[src/rtl/fetch_pred_stage.sv]
// Fetch stage with a direct-mapped BTB and 2-bit direction counters.
// Holds the PC, predicts the next PC and registers the fetched word for decode.
module fetch_pred_stage #(
  parameter int unsigned     XLEN        = 32,
  parameter int unsigned     BTB_ENTRIES = 16,
  parameter logic [XLEN-1:0] RESET_PC    = 32'h0000_0000,
  parameter logic [1:0]      CTR_INIT    = 2'b01
) (
  input  logic            clk,
  input  logic            rst,
  input  logic            stall_f,
  input  logic            flush_d,
  input  logic            res_valid_e,
  input  logic            res_taken_e,
  input  logic [XLEN-1:0] res_pc_e,
  input  logic [XLEN-1:0] res_target_e,
  input  logic            res_pred_taken_e,
  input  logic [XLEN-1:0] res_pred_target_e,
  output logic [XLEN-1:0] imem_addr_o,
  input  logic [31:0]     imem_rdata_i,
  output logic [31:0]     instr_d,
  output logic [XLEN-1:0] pc_d,
  output logic [XLEN-1:0] pcplus4_d,
  output logic            pred_taken_d,
  output logic [XLEN-1:0] pred_target_d,
  output logic            valid_d,
  output logic            mispredict_o,
  output logic [31:0]     mispred_cnt_o
);

  localparam int unsigned IW = $clog2(BTB_ENTRIES);
  localparam int unsigned TW = XLEN - IW - 2;

  logic [XLEN-1:0] pc_q;
  logic [XLEN-1:0] pc_d_nxt;

  logic [BTB_ENTRIES-1:0] btb_v_q;
  logic [TW-1:0]          btb_tag_q [BTB_ENTRIES];
  logic [XLEN-1:0]        btb_tgt_q [BTB_ENTRIES];
  logic [1:0]             btb_ctr_q [BTB_ENTRIES];

  logic [IW-1:0]   l_idx;
  logic [TW-1:0]   l_tag;
  logic            pred_taken;
  logic [XLEN-1:0] pred_target;
  logic [XLEN-1:0] pc_plus4;

  logic [IW-1:0]   u_idx;
  logic [TW-1:0]   u_tag;
  logic            u_hit;
  logic [1:0]      u_ctr;
  logic [1:0]      u_ctr_nxt;

  logic [XLEN-1:0] redirect;
  logic            dir_wrong;
  logic            tgt_wrong;

  assign imem_addr_o = pc_q;
  assign pc_plus4    = pc_q + XLEN'(4);

  // Lookup reads the registered arrays, so a same-cycle update is not seen.
  assign l_idx       = pc_q[IW+1:2];
  assign l_tag       = pc_q[XLEN-1:IW+2];
  assign pred_taken  = btb_v_q[l_idx] &&
                       (btb_tag_q[l_idx] == l_tag) &&
                       btb_ctr_q[l_idx][1];
  assign pred_target = btb_tgt_q[l_idx];

  assign u_idx = res_pc_e[IW+1:2];
  assign u_tag = res_pc_e[XLEN-1:IW+2];
  assign u_hit = btb_v_q[u_idx] && (btb_tag_q[u_idx] == u_tag);
  assign u_ctr = btb_ctr_q[u_idx];

  // Saturating 2-bit counter step toward the resolved direction.
  always_comb begin
    u_ctr_nxt = u_ctr;
    if (res_taken_e) begin
      if (u_ctr != 2'b11) u_ctr_nxt = u_ctr + 2'd1;
    end else begin
      if (u_ctr != 2'b00) u_ctr_nxt = u_ctr - 2'd1;
    end
  end

  assign dir_wrong = res_taken_e != res_pred_taken_e;
  assign tgt_wrong = res_taken_e & res_pred_taken_e &
                     (res_target_e != res_pred_target_e);

  // Resolution is ignored entirely while reset is held.
  assign mispredict_o = ~rst & res_valid_e & (dir_wrong | tgt_wrong);
  assign redirect     = res_taken_e ? res_target_e
                                    : res_pc_e + XLEN'(4);

  // Next-PC select: redirect beats stall beats prediction.
  always_comb begin
    pc_d_nxt = pc_plus4;
    priority case (1'b1)
      mispredict_o: pc_d_nxt = redirect;
      stall_f:      pc_d_nxt = pc_q;
      pred_taken:   pc_d_nxt = pred_target;
      default:      pc_d_nxt = pc_plus4;
    endcase
  end

  // PC register.
  always_ff @(posedge clk or posedge rst) begin
    if (rst) pc_q <= RESET_PC;
    else     pc_q <= pc_d_nxt;
  end

  // BTB training; runs regardless of stall.
  always_ff @(posedge clk or posedge rst) begin
    if (rst) begin
      btb_v_q <= '0;
      for (int i = 0; i < BTB_ENTRIES; i++) begin
        btb_tag_q[i] <= '0;
        btb_tgt_q[i] <= '0;
        btb_ctr_q[i] <= CTR_INIT;
      end
    end else if (res_valid_e) begin
      if (u_hit) begin
        btb_ctr_q[u_idx] <= u_ctr_nxt;
        if (res_taken_e) btb_tgt_q[u_idx] <= res_target_e;
      end else if (res_taken_e) begin
        btb_v_q[u_idx]   <= 1'b1;
        btb_tag_q[u_idx] <= u_tag;
        btb_tgt_q[u_idx] <= res_target_e;
        btb_ctr_q[u_idx] <= 2'b10;
      end
    end
  end

  // Decode register: kill on redirect/flush, else hold on stall or load.
  always_ff @(posedge clk or posedge rst) begin
    if (rst) begin
      instr_d       <= '0;
      pc_d          <= '0;
      pcplus4_d     <= '0;
      pred_taken_d  <= 1'b0;
      pred_target_d <= '0;
      valid_d       <= 1'b0;
    end else if (mispredict_o || flush_d) begin
      valid_d <= 1'b0;
    end else if (!stall_f) begin
      instr_d       <= imem_rdata_i;
      pc_d          <= pc_q;
      pcplus4_d     <= pc_plus4;
      pred_taken_d  <= pred_taken;
      pred_target_d <= pred_target;
      valid_d       <= 1'b1;
    end
  end

  // Saturating mispredict counter.
  always_ff @(posedge clk or posedge rst) begin
    if (rst) begin
      mispred_cnt_o <= '0;
    end else if (mispredict_o && (mispred_cnt_o != 32'hFFFF_FFFF)) begin
      mispred_cnt_o <= mispred_cnt_o + 32'd1;
    end
  end

endmodule

[config.mk]
export PLATFORM = sky130hd
export DESIGN_NAME = fetch_pred_stage
export DESIGN_NICKNAME = d
export VERILOG_FILES = /design/src/rtl/fetch_pred_stage.sv
export SDC_FILE = /design/constraint.sdc
export NUM_CORES = 2
export LEC_CHECK = 0
export ABC_AREA = 1
export CAP_MARGIN = 0
export CORE_AREA = 2 2 401 244
export CTS_BUF_LIST = sky130_fd_sc_hd__clkbuf_16
export DETAILED_ROUTE_END_ITERATION = 12
export DIE_AREA = 0 0 403 246
export PLACE_DENSITY = 0.85
export SLEW_MARGIN = 10
export SYNTH_ARGS = -nofsm -noshare
export SYNTH_HDL_FRONTEND = slang
export SYNTH_SLANG_ARGS = --single-unit
[constraint.sdc]
create_clock -name clk -period 101.4 [get_ports clk]
set_input_delay 10.14 -clock clk [delete_from_list [all_inputs] [get_ports clk]]
set_output_delay 10.14 -clock clk [all_outputs]
set_load 0.03 [all_outputs]
## Word-level counts from Yosys, hierarchy flattened

Cells that the tools add are included.

| word-level totals | value |
|---|---|
| flip-flop bits (word level) | 1170 |
| latch bits | 0 |
| bits in writable memories | 0 |
| ROM bits | 0 |
| output and inout port bits | 195 |
| memories kept | 0 |

| cells by class | value |
|---|---|
| add/sub/neg operators | 5 |
| multipliers | 0 |
| divide/modulo/power cells | 0 |
| magnitude comparators | 6 |
| eq/ne operators | 8 |
| shift-type cells | 0 |
| multiplexer cells | 41 |
| bitwise gates (word level) | 15 |
| reduce and logical (&&, ||, !) cells | 13 |

Operator list:

| cell | number |
|---|---|
| $bwmux W512 | 1 |
| $bwmux W416 | 1 |
| $mux W32 | 9 |
| $bmux W26 S4 | 2 |
| $mux W26 | 5 |
| $bmux W32 S4 | 1 |
| $demux W32 S4 | 1 |
| $demux W26 S4 | 1 |
| $add A32 B3 Y32 const B | 2 |
| $eq A26 B26 Y1 | 2 |
| $add A32 B1 Y32 const B | 1 |
| $bwmux W32 | 1 |
| $ne A32 B32 Y1 | 1 |
| $ne A32 B32 Y1 const B | 1 |
| $or A16 B16 Y16 | 2 |
| $and A16 B16 Y16 | 1 |
| $bmux W2 S4 | 2 |
| $mux W2 | 8 |
| $not A16 Y16 | 1 |
| $ge A5 B5 Y1 const B | 2 |
| $lt A4 B5 Y1 const B | 2 |
| $not A4 Y5 | 2 |
| $bmux W1 S4 | 2 |
| $demux W2 S4 | 1 |
| other kinds (17) | 36 |

## Longest topological paths before layout

| depth | value |
|---|---|
| depth in word-level cells | 10 |
| depth in mapped cells | 23 |

## Worst setup path before layout

No wires, ideal clock.

| timing | value |
|---|---|
| path type | input port to output port |
| from | in rst |
| to | out mispredict_o |
| arrival | 39.776 ns |
| setup slack | 51.484 ns |
| stages on the path | 5 |
| path buffers | 2 |
| cell sequence | inv_1 > nand3_1 > inv_1 > clkbuf_1 > buf_1 |

| between the ends | value |
|---|---|
| longest elaborated chain between the ends | 3 |

Ends and longest elaborated chain:

| element | RTL line | text |
|---|---|---|
| start, declared | 10 | `input logic rst,` |
| $not A1 Y1 | 89 | `assign mispredict_o = ~rst & res_valid_e & (dir_wrong \| tgt_wrong);` |
| $and A1 B1 Y1 (2 in a row) | 89 |  |
| end, declared | 27 | `output logic mispredict_o,` |

Every way passes these cells.

## Worst setup path in the final report

| timing | value |
|---|---|
| from | in res_target_e[7] |
| to | out mispredict_o |

| between the ends | value |
|---|---|
| longest elaborated chain between the ends | 4 |

Ends and longest elaborated chain:

| element | RTL line | text |
|---|---|---|
| start, declared | 16 | `input logic [XLEN-1:0] res_target_e,` |
| $ne A32 B32 Y1 | 86 | `(res_target_e != res_pred_target_e);` |
| $and A1 B1 Y1 | 85 | `assign tgt_wrong = res_taken_e & res_pred_taken_e &` |
| $or A1 B1 Y1 | 89 |  |
| $and A1 B1 Y1 | 89 |  |

Every way passes these cells.

==> results.md <==
* Status: finished, violations left
* Failing checks: capacitance limit, slew limit
* Flop-to-flop setup slack at between 90000 and 100000 ps
* Clk slew on worst S/H paths at 60 ps
* Hold Crit Class: register to register
* Post-CTS setup buffers at 0
* Crit. Startpoint: res_target_e[7]
* Vias in the first global route at 56.3k
* Die width at around 400 um
* Final period utilization at 0.234
* Tot Pwr at approximately 0.0016 W
* CP startpoint kind: input pin
* DR WL/cell at 23.7 um
* Max-slew headroom at -0.000342
* Final Slew Violations at 1
* Post-Syn Instances at a little over 8k
* Largest net degree at the start of global routing at 193
* Most frequent cell after synthesis: nand2_1
* Port Buf Inserts at 329
* Max VDD drop at roughly 0.019 mV
* CTS HTree Levels at 3
* Warnings, synthesis at 0
* Crit Path Max Fanout at 35
* # nets final at 8319
* Post-DP HPWL at 140000 um
* CTS tree: yes
* Yosys cell types at 47
* Most frequent cells after synthesis: nand2_1, dfrtp_1, o21ai_0
* Reg2Reg Depth at 18
* Die area at 99100 um2
* Worst-Margin Slew at 1490 ps
* Hold_buf cts at 0
* Ys async rst share at 1.00
* Sink Count at 1168
* Antenna violations before repair at 34
* Resized cells post-CTS at 0
* Num CTS Buffers at 108
* Pwr/cell area at between 20 and 25 nW/um2
* Critical Path AT at 13620 ps
* Synthesized flop and latch total at approximately 1.2k
* Final Setup Violations at 0
* Share of layout cells above drive strength 1 at 0.0508
* Worst r2r src: imem_addr_o[3]
* Fill count at 7407
* Worst Setup EP: mispredict_o
* Layout area overhead at 10.9%
* Worst setup EP type: output port
* Area occupied by multi-input gates at 26900 um2
* RSZ-0062 raised after global routing: false
* Fmax at 0.0421 GHz
* Kind of critical path: input pin to output port
* Drt initial violations at approximately 10k
* GPL Wtd Cong at 1.02
* Root buffer cell: clkbuf_16
* Final core utilization at 0.719
* Vias per cell at 6.34
* Hold_ws at 463 ps
* # DRC at 0
* R2r endpoint: imem_addr_o[2]
* DRT Pass-1 Iters at 9
* Hold Startpoint: btb_ctr_q[26]
* # rows at 88
* Final ANT Viol Nets at 0
* Fraction of the yosys area taken by sequential cells at 0.473
* Register area at 29300 um2
* Area leader, netlist: dfrtp_1
* Core footprint at approximately 95000 um2
* Drt total wl at 226000 um
* Leakage at 32.7 nW
* Post-Syn Area at 61800 um2
* Die H at between 200 and 250 um
* Avg Inst Size Synth at 7.49 um2
* # IOs at 330
* Final clock skew at 48.6 ps
* Number of synthesized flops with an enable pin at 0
* Largest cells by area after synthesis: dfrtp_1, nand2_1, o21ai_0, inv_1, a21oi_1
* Setup TNS at 0 ps
* Most used DFF post-synth: dfrtp_1
* Final hold vios at 0
* Post-synth top area share at 0.467
* GRT overflow at 0
* Vias at ~60k
* GRT Total Usage at 0.450
* First-pass GRT wire length at 339000 um
* Initial core utilization at 0.648
* CP Data Required Time at about 91000 ps
* Worst-Skew Late Latency at 770 ps
* Max_cap viols at 1
* Clock buffer depth at 3
* Tmin final at 23760 ps
* Post-synth net total at 8390
==> metal layers <==
| layer | vias up | track usage | routed length [um] |
|---|---|---|---|
| met5 | - | 0 | 152 |
| met4 | 24 | 0.249 | 14900 |
| met3 | 1085 | 0.198 | 39600 |
| met2 | 4818 | 0.609 | 88400 |
| li1 | 26500 | - | - |
| met1 | 28100 | 0.604 | 82900 |
==> worst max-delay path, stage by stage <==
cell and delay [ps]:
clkdlybuf4s50_1 480, buf_4 250, xnor2_1 140, nand2_1 70
nor2_1 270, nand2_1 180, nor2_1 360, nand2_1 120
nand2_1 90, nand2_1 110, nand3_2 90, buf_4 390
inv_1 210, clkdlybuf4s50_1 690
==> how the worst min path moves through the flow <==
stage | endpoint | slack (ps) | cells after the start
after global routing | btb_ctr_q[2] | 470 | 2
after detailed placement | btb_ctr_q[2] | 450 | 2
after CTS | btb_ctr_q[2] | 460 | 2
final | btb_ctr_q[26] | 460 | 2
after global placement | btb_ctr_q[12] | 450 | 2
after floorplan | btb_ctr_q[18] | 440 | 2
==> registers in the layout, summed over array words and instances (netlist names) <==
name,count
pc_d,32
pcplus4_d,30
btb_tgt_q,512
valid_d,1
mispred_cnt_o,32
pred_taken_d,1
btb_ctr_q,32
instr_d,32
btb_v_q,16
imem_addr_o,32
pred_target_d,32
btb_tag_q,416
==> cells in the final DEF, fill, tap and decap left out, types with 37 or more instances in the layout <==
master           Yosys  routed
dfrtp_1           1152    1149
mux2_2              77      77
nor3_1              51      40
clkinv_1            34      53
clkdlybuf4s50_1      0     326
o21ai_0            900     900
o21a_1              44      44
xnor2_1             37      37
clkbuf_16            0     109
nand3_1            430     429
o211ai_1           149     149
a21oi_1            497     497
nand2_1           2487    2486
buf_4               38      85
xor2_1              71      71
o21ai_1            297     297
inv_1              731     752
nor2_1             514     508
==> per-stage QoR <==
stage / instance area, um2 / worst slack [ps] / instances
2_1_floorplan: 61800 / 51480 / 8248
3_3_place_gp: 64700 / 77770 / 9327
3_5_place_dp: 64700 / 77810 / 9327
4_1_cts: 68500 / 77790 / 9530
5_1_grt: 68500 / 77580 / 9545
6_report: 68500 / 77640 / 9550
==> cell type report <==
class,count,share of cell area
inverters,773,0.0428
clock buffers,109,0.0398
well taps,1260,0.0230
multi-input cells,5706,0.392
flip-flops and latches,1168,0.427
repair buffers,420,0.0593
clock inverters,94,0.0155
diodes,20,0.000730
==> logic make-up after synthesis <==
family          count (synthesis)  share of synthesized area
compound gates               1950                      0.169
buf+inv                      1374                     0.0940
flops                        1168                      0.473
xor+xnor                      108                     0.0153
simple gates                 3564                      0.233
mux                            77                     0.0140
fa+ha+maj                       7                    0.00142
==> report_power, final <==
part	total [W]	switching [W]	internal (W)
Clock	0.000444	0.000194	0.000250
Combinational	0.000557	0.000387	0.000170
Sequential	0.000628	0.0000646	0.000563
Note: power is estimated with default switching activity, not from simulation.
